[src/rtl/fifo_rd_stream_bridge.sv]
// fifo_rd_stream_bridge
//   Read-side drain stage for the synchronous FIFO. It turns the FIFO read
//   interface (fifo_r_en / fifo_empty, data one cycle after the read) into a
//   valid/ready stream at full throughput. A 2-entry registered skid buffer
//   plus in-flight read tracking makes sure back-pressure never drops or
//   duplicates a word.
//
// Build option:
//   BRIDGE_LAST_EN - adds the m_last port and a beat counter that flags every
//                    BURST_LEN-th beat. Without it, BURST_LEN is unused.
//
// Ports:
//   clk            single clock domain
//   rst            asynchronous active-high reset
//   flush          synchronous drop of buffered and in-flight data
//   fifo_empty     FIFO empty flag
//   fifo_data_out  FIFO read data, valid the cycle after an accepted read
//   fifo_r_en      FIFO read enable (combinational)
//   m_valid        stream data valid
//   m_ready        stream consumer ready
//   m_data         stream data (registered)
//   m_last         end of burst (BRIDGE_LAST_EN only)
//   busy           buffered data present or a read in flight

module fifo_rd_stream_bridge #(
  parameter int DATA_WIDTH = 32,
  parameter int BURST_LEN  = 8
) (
  input  logic                  clk,
  input  logic                  rst,
  input  logic                  flush,
  input  logic                  fifo_empty,
  input  logic [DATA_WIDTH-1:0] fifo_data_out,
  output logic                  fifo_r_en,
  output logic                  m_valid,
  input  logic                  m_ready,
  output logic [DATA_WIDTH-1:0] m_data,
`ifdef BRIDGE_LAST_EN
  output logic                  m_last,
`endif
  output logic                  busy
);

  if (BURST_LEN < 1) begin : g_bad_burst_len
    $error("fifo_rd_stream_bridge: BURST_LEN must be at least 1");
  end

  logic [DATA_WIDTH-1:0] skid_q [2];
  logic                  head_q;
  logic                  tail_q;
  logic [1:0]            occ_q;
  logic                  inflight_q;

  logic                  pop;
  logic                  capture;
  logic [1:0]            outstanding;
  logic                  head_nxt;
  logic [2:0]            occ_nxt;
  logic [DATA_WIDTH-1:0] head_word_nxt;

  assign pop         = m_valid & m_ready;
  assign capture     = inflight_q;
  assign outstanding = occ_q + {1'b0, inflight_q};

  // A read is allowed when the returning word is guaranteed a slot: either
  // fewer than two words are owed to the buffer, or one leaves this cycle.
  assign fifo_r_en = !rst && !fifo_empty && !flush &&
                     ((outstanding < 2'd2) || ((outstanding == 2'd2) && pop));

  assign head_nxt = head_q ^ pop;
  assign occ_nxt  = {1'b0, occ_q} + {2'b00, capture} - {2'b00, pop};

  // m_data is a register, so the word to present next cycle is chosen here.
  // When the buffer drains to the slot being written this edge, the incoming
  // word is forwarded into the output register alongside the buffer write.
  always_comb begin
    head_word_nxt = skid_q[head_nxt];
    if (capture && (tail_q == head_nxt)) begin
      head_word_nxt = fifo_data_out;
    end
  end

  assign m_valid = (occ_q != 2'd0);
  assign busy    = (occ_q != 2'd0) || inflight_q;

  always_ff @(posedge clk or posedge rst) begin
    if (rst) begin
      skid_q[0]  <= '0;
      skid_q[1]  <= '0;
      head_q     <= 1'b0;
      tail_q     <= 1'b0;
      occ_q      <= 2'd0;
      inflight_q <= 1'b0;
      m_data     <= '0;
    end else if (flush) begin
      // The word landing this edge from an earlier read is discarded.
      head_q     <= 1'b0;
      tail_q     <= 1'b0;
      occ_q      <= 2'd0;
      inflight_q <= 1'b0;
    end else begin
      inflight_q <= fifo_r_en;
      if (capture) begin
        skid_q[tail_q] <= fifo_data_out;
      end
      tail_q <= tail_q ^ capture;
      head_q <= head_nxt;
      occ_q  <= occ_nxt[1:0];
      m_data <= head_word_nxt;
    end
  end

  // The in-flight accounting must keep occupancy within the two entries.
  occ_bound_a : assert property (
    @(posedge clk) disable iff (rst) !flush |-> (occ_nxt <= 3'd2)
  );

`ifdef BRIDGE_LAST_EN
  localparam int CNT_W = (BURST_LEN > 1) ? $clog2(BURST_LEN) : 1;
  localparam logic [CNT_W-1:0] CNT_LAST = CNT_W'(BURST_LEN - 1);

  logic [CNT_W-1:0] beat_cnt_q;

  always_ff @(posedge clk or posedge rst) begin
    if (rst) begin
      beat_cnt_q <= '0;
    end else if (flush) begin
      beat_cnt_q <= '0;
    end else if (pop) begin
      beat_cnt_q <= (beat_cnt_q == CNT_LAST) ? '0 : beat_cnt_q + 1'b1;
    end
  end

  assign m_last = m_valid && (beat_cnt_q == CNT_LAST);
`endif

endmodule
[config.mk]
export PLATFORM = sky130hd
export DESIGN_NAME = fifo_rd_stream_bridge
export DESIGN_NICKNAME = d
export VERILOG_FILES = /design/src/rtl/fifo_rd_stream_bridge.sv
export SDC_FILE = /design/constraint.sdc
export NUM_CORES = 1
export LEC_CHECK = 0
export CAP_MARGIN = 25
export CORE_ASPECT_RATIO = 0.6
export CORE_MARGIN = 5
export CORE_UTILIZATION = 54
export DETAILED_ROUTE_END_ITERATION = 16
export PLACE_DENSITY = 0.91
export SYNTH_ARGS = -nofsm -noshare
export SYNTH_HDL_FRONTEND = slang
export SYNTH_SLANG_ARGS = --single-unit
[constraint.sdc]
create_clock -name clk -period 4.25 [get_ports clk]
set_input_delay 0.425 -clock clk [delete_from_list [all_inputs] [get_ports clk]]
set_output_delay 0.425 -clock clk [all_outputs]
set_load 0.01 [all_outputs]
==> flow_summary.ini <==
[timing]
finalHoldViolCount = 0
setup_viol = 0
min_period_ns = 2.76
skew_ns = 0.00504
tns_ns = 0
slew-limit-headroom_pct = 31.6
whs_ns = 0.389
fmax_mhz = 362
finalCritPeriodShare_pct = 65.0
rsz0062_at_grt = no
setup_ws_ns = 1.49
drv_slew = 0
worst_pin_slew_ns = 1.02

[power]
power_leakage_nw = 2.58
internal_power_mw = 2.25
vdd_drop_max_mv = 0.318
p_per_area_nw_per_um2 = 560
comb_power_share_pct = 31.9
p_clk_share_pct = 25.8
swShare_pct = 31.2
finalPower_mw = 3.28
pwr-share-seq_pct = 42.3
switching_power_mw = 1.02

[global_routing]
grt_pass1_wl_microns = 18400
grt_max_degree = 84
overflow = 0
antenna_found_initial = 0
gr-usage-all-layers_pct = 22.3
grt_pass1_vias = 3734

[routing]
ant_nets = 0
wl_per_cell_microns = 19.3
wl_microns = 11400
vias = 3592
drt-initial-drc-count = 426
first_pass_iters = 5
vias_per_cell = 6.05
drc_errors = 0

[synth]
yosysUniqueCellTypes = 33
ys_seq_area_share_pct = 53.7
async_flop_share_pct = 100
synthFlopType = dfrtp_1
avgSynthCellArea_sq_um = 11.2
ys_warn_count = 0
yosys.area.top_type = dfrtp_1
synth.area.top_cells = dfrtp_1 (54%), mux2_2 (15%), a32o_1 (6.6%)
syn_inst = 420
synth_edf_count = 0
syn_area_sq_um = 4700
synth_fp_nets = 459
yosys_register_bits = 101
synth_top_cell_area_share_pct = 53.7

[critical_path]
crit_type = reg -> out
required_ns = 3.83
cp_top_family = buffers and inverters
cp_num_buf_inv = 1
slowest_delay_ns = 0.58
r2r_slack_ns = 1.73
rr_endpoint = skid_q[49]
r2r_cells = 4
path_cells = ha_1, nor2b_1, a21bo_2, o22ai_1, nor4_1, clkdlybuf4s50_1
endpoint_kind = primary output
worstPathMaxFanout = 7
critical_path.startpoint = occ_q[0]
cp.arrival_ns = 2.34
critPathLaunchType = register
reg2reg_from = capture
cp_slowest_cell = clkdlybuf4s50_1

[finish]
antenna_cells = 0
fin_cells = 594
final_area_sq_um = 5850
fillers = 609
final_cell_mix = dfrtp_1 (101), clkdlybuf4s50_1 (70), mux2_2 (64)
layout_commonest_cell = dfrtp_1
fin_util_pct = 68.8
area_growth_pct = 24.3
drive_gt1_share_pct = 20.5
layout.nets = 516

[floorplanning]
io_pins = 72
die_h_microns = 82.3
rows = 26
die_area_sq_um = 10700
start_util_pct = 55.4
core_sq_um = 8490
die_w_microns = 131

[placement]
postPlaceCellArea_sq_um = 5510
io_buffer_count = 71
gp_congestion = 0.775
post-place-ws_ns = 1.59
dpl.cell_count = 577
hpwl_microns = 6980

[cts]
cts-root-buf = clkbuf_16
htree_levels = 3
cts_tree = done
clk_pin_slew_ns = 0.06
cts_hold_buf = 0
cts_buffers = 9
clk_path_buf_depth = 2
insertion_delay_ns = 0.34
clock_sinks = 101
cts_resized = 0
cts_setup_buffers = 0

[run_status]
status = complete, no violations

[min_path]
hold_path_class = in -> async

[run]
drv_cap = 0
-- layout make-up --
| cell class | count | area, sq um | area share, % |
|---|---|---|---|
| clock buffers | 13 | 270 | 4.62 |
| clock inverters | 3 | 42.5 | 0.728 |
| inverters | 33 | 126 | 2.16 |
| multi-input cells | 252 | 1920 | 32.9 |
| flip-flops and latches | 101 | 2530 | 43.2 |
| well taps | 112 | 140 | 2.40 |
| repair buffers | 80 | 816 | 14.0 |
-- how the worst max path moves through the flow --
stage | to | slack, ns | depth (start not counted)
6_report | fifo_r_en | 1.49 | 6
5_1_grt | fifo_r_en | 1.29 | 6
4_1_cts | fifo_r_en | 1.50 | 6
3_5_place_dp | fifo_r_en | 1.59 | 6
3_3_place_gp | fifo_r_en | 1.67 | 6
2_1_floorplan | capture | 1.18 | 1
-- cells in the mapped netlist (all sizes together) (2+ instances only) --
master	instances
clkbuf	22
xor2	2
a32o	31
a21oi	33
buf	12
nor2	35
nor4	2
inv	33
ha	2
mux2	64
nand2	32
nor2b	2
dfrtp	101
xnor2	5
a31oi	31
-- power groups by stage --
stage / sequential (mW) / combinational [mW] / clock, mW
after floorplan: 1.40 / 0.571 / 0
after global placement: 1.38 / 0.989 / 0
after detailed placement: 1.39 / 1.04 / 0
after CTS: 1.38 / 1.05 / 0.862
after global routing: 1.41 / 1.12 / 0.903
final: 1.39 / 1.04 / 0.845
-- state kept, by name, summed over array words and instances (netlist names) --
name and count:
capture 1, head_q 1, m_data 32, occ_q 2
skid_q 64, tail_q 1
-- layer usage --
metal	wire length [microns]	vias up	GRT usage, %
li1	-	1598	-
met1	4900	1818	28.7
met2	5530	161	37.1
met3	896	15	6.43
met4	114	0	6.57
met5	0	-	0
-- worst register-to-register path: cells and delay by family, from the launching register on --
kind	cells	cell delay (ns)
buf+inv	2	0.87
simple gates	1	0.81
mux	1	0.38
flops	1	0.36
-- kinds of logic (layout without fill, tap and decap cells) --
kind of cell	after synthesis	count (layout)	share of synthesized area [%]
flops	101	101	53.7
compound gates	100	100	15.3
simple gates	78	78	7.15
buf+inv	67	129	6.33
mux	65	65	15.5
xor+xnor	7	7	1.46
fa+ha+maj	2	2	0.532
No activity file was read; power rests on OpenSTA's default activity.
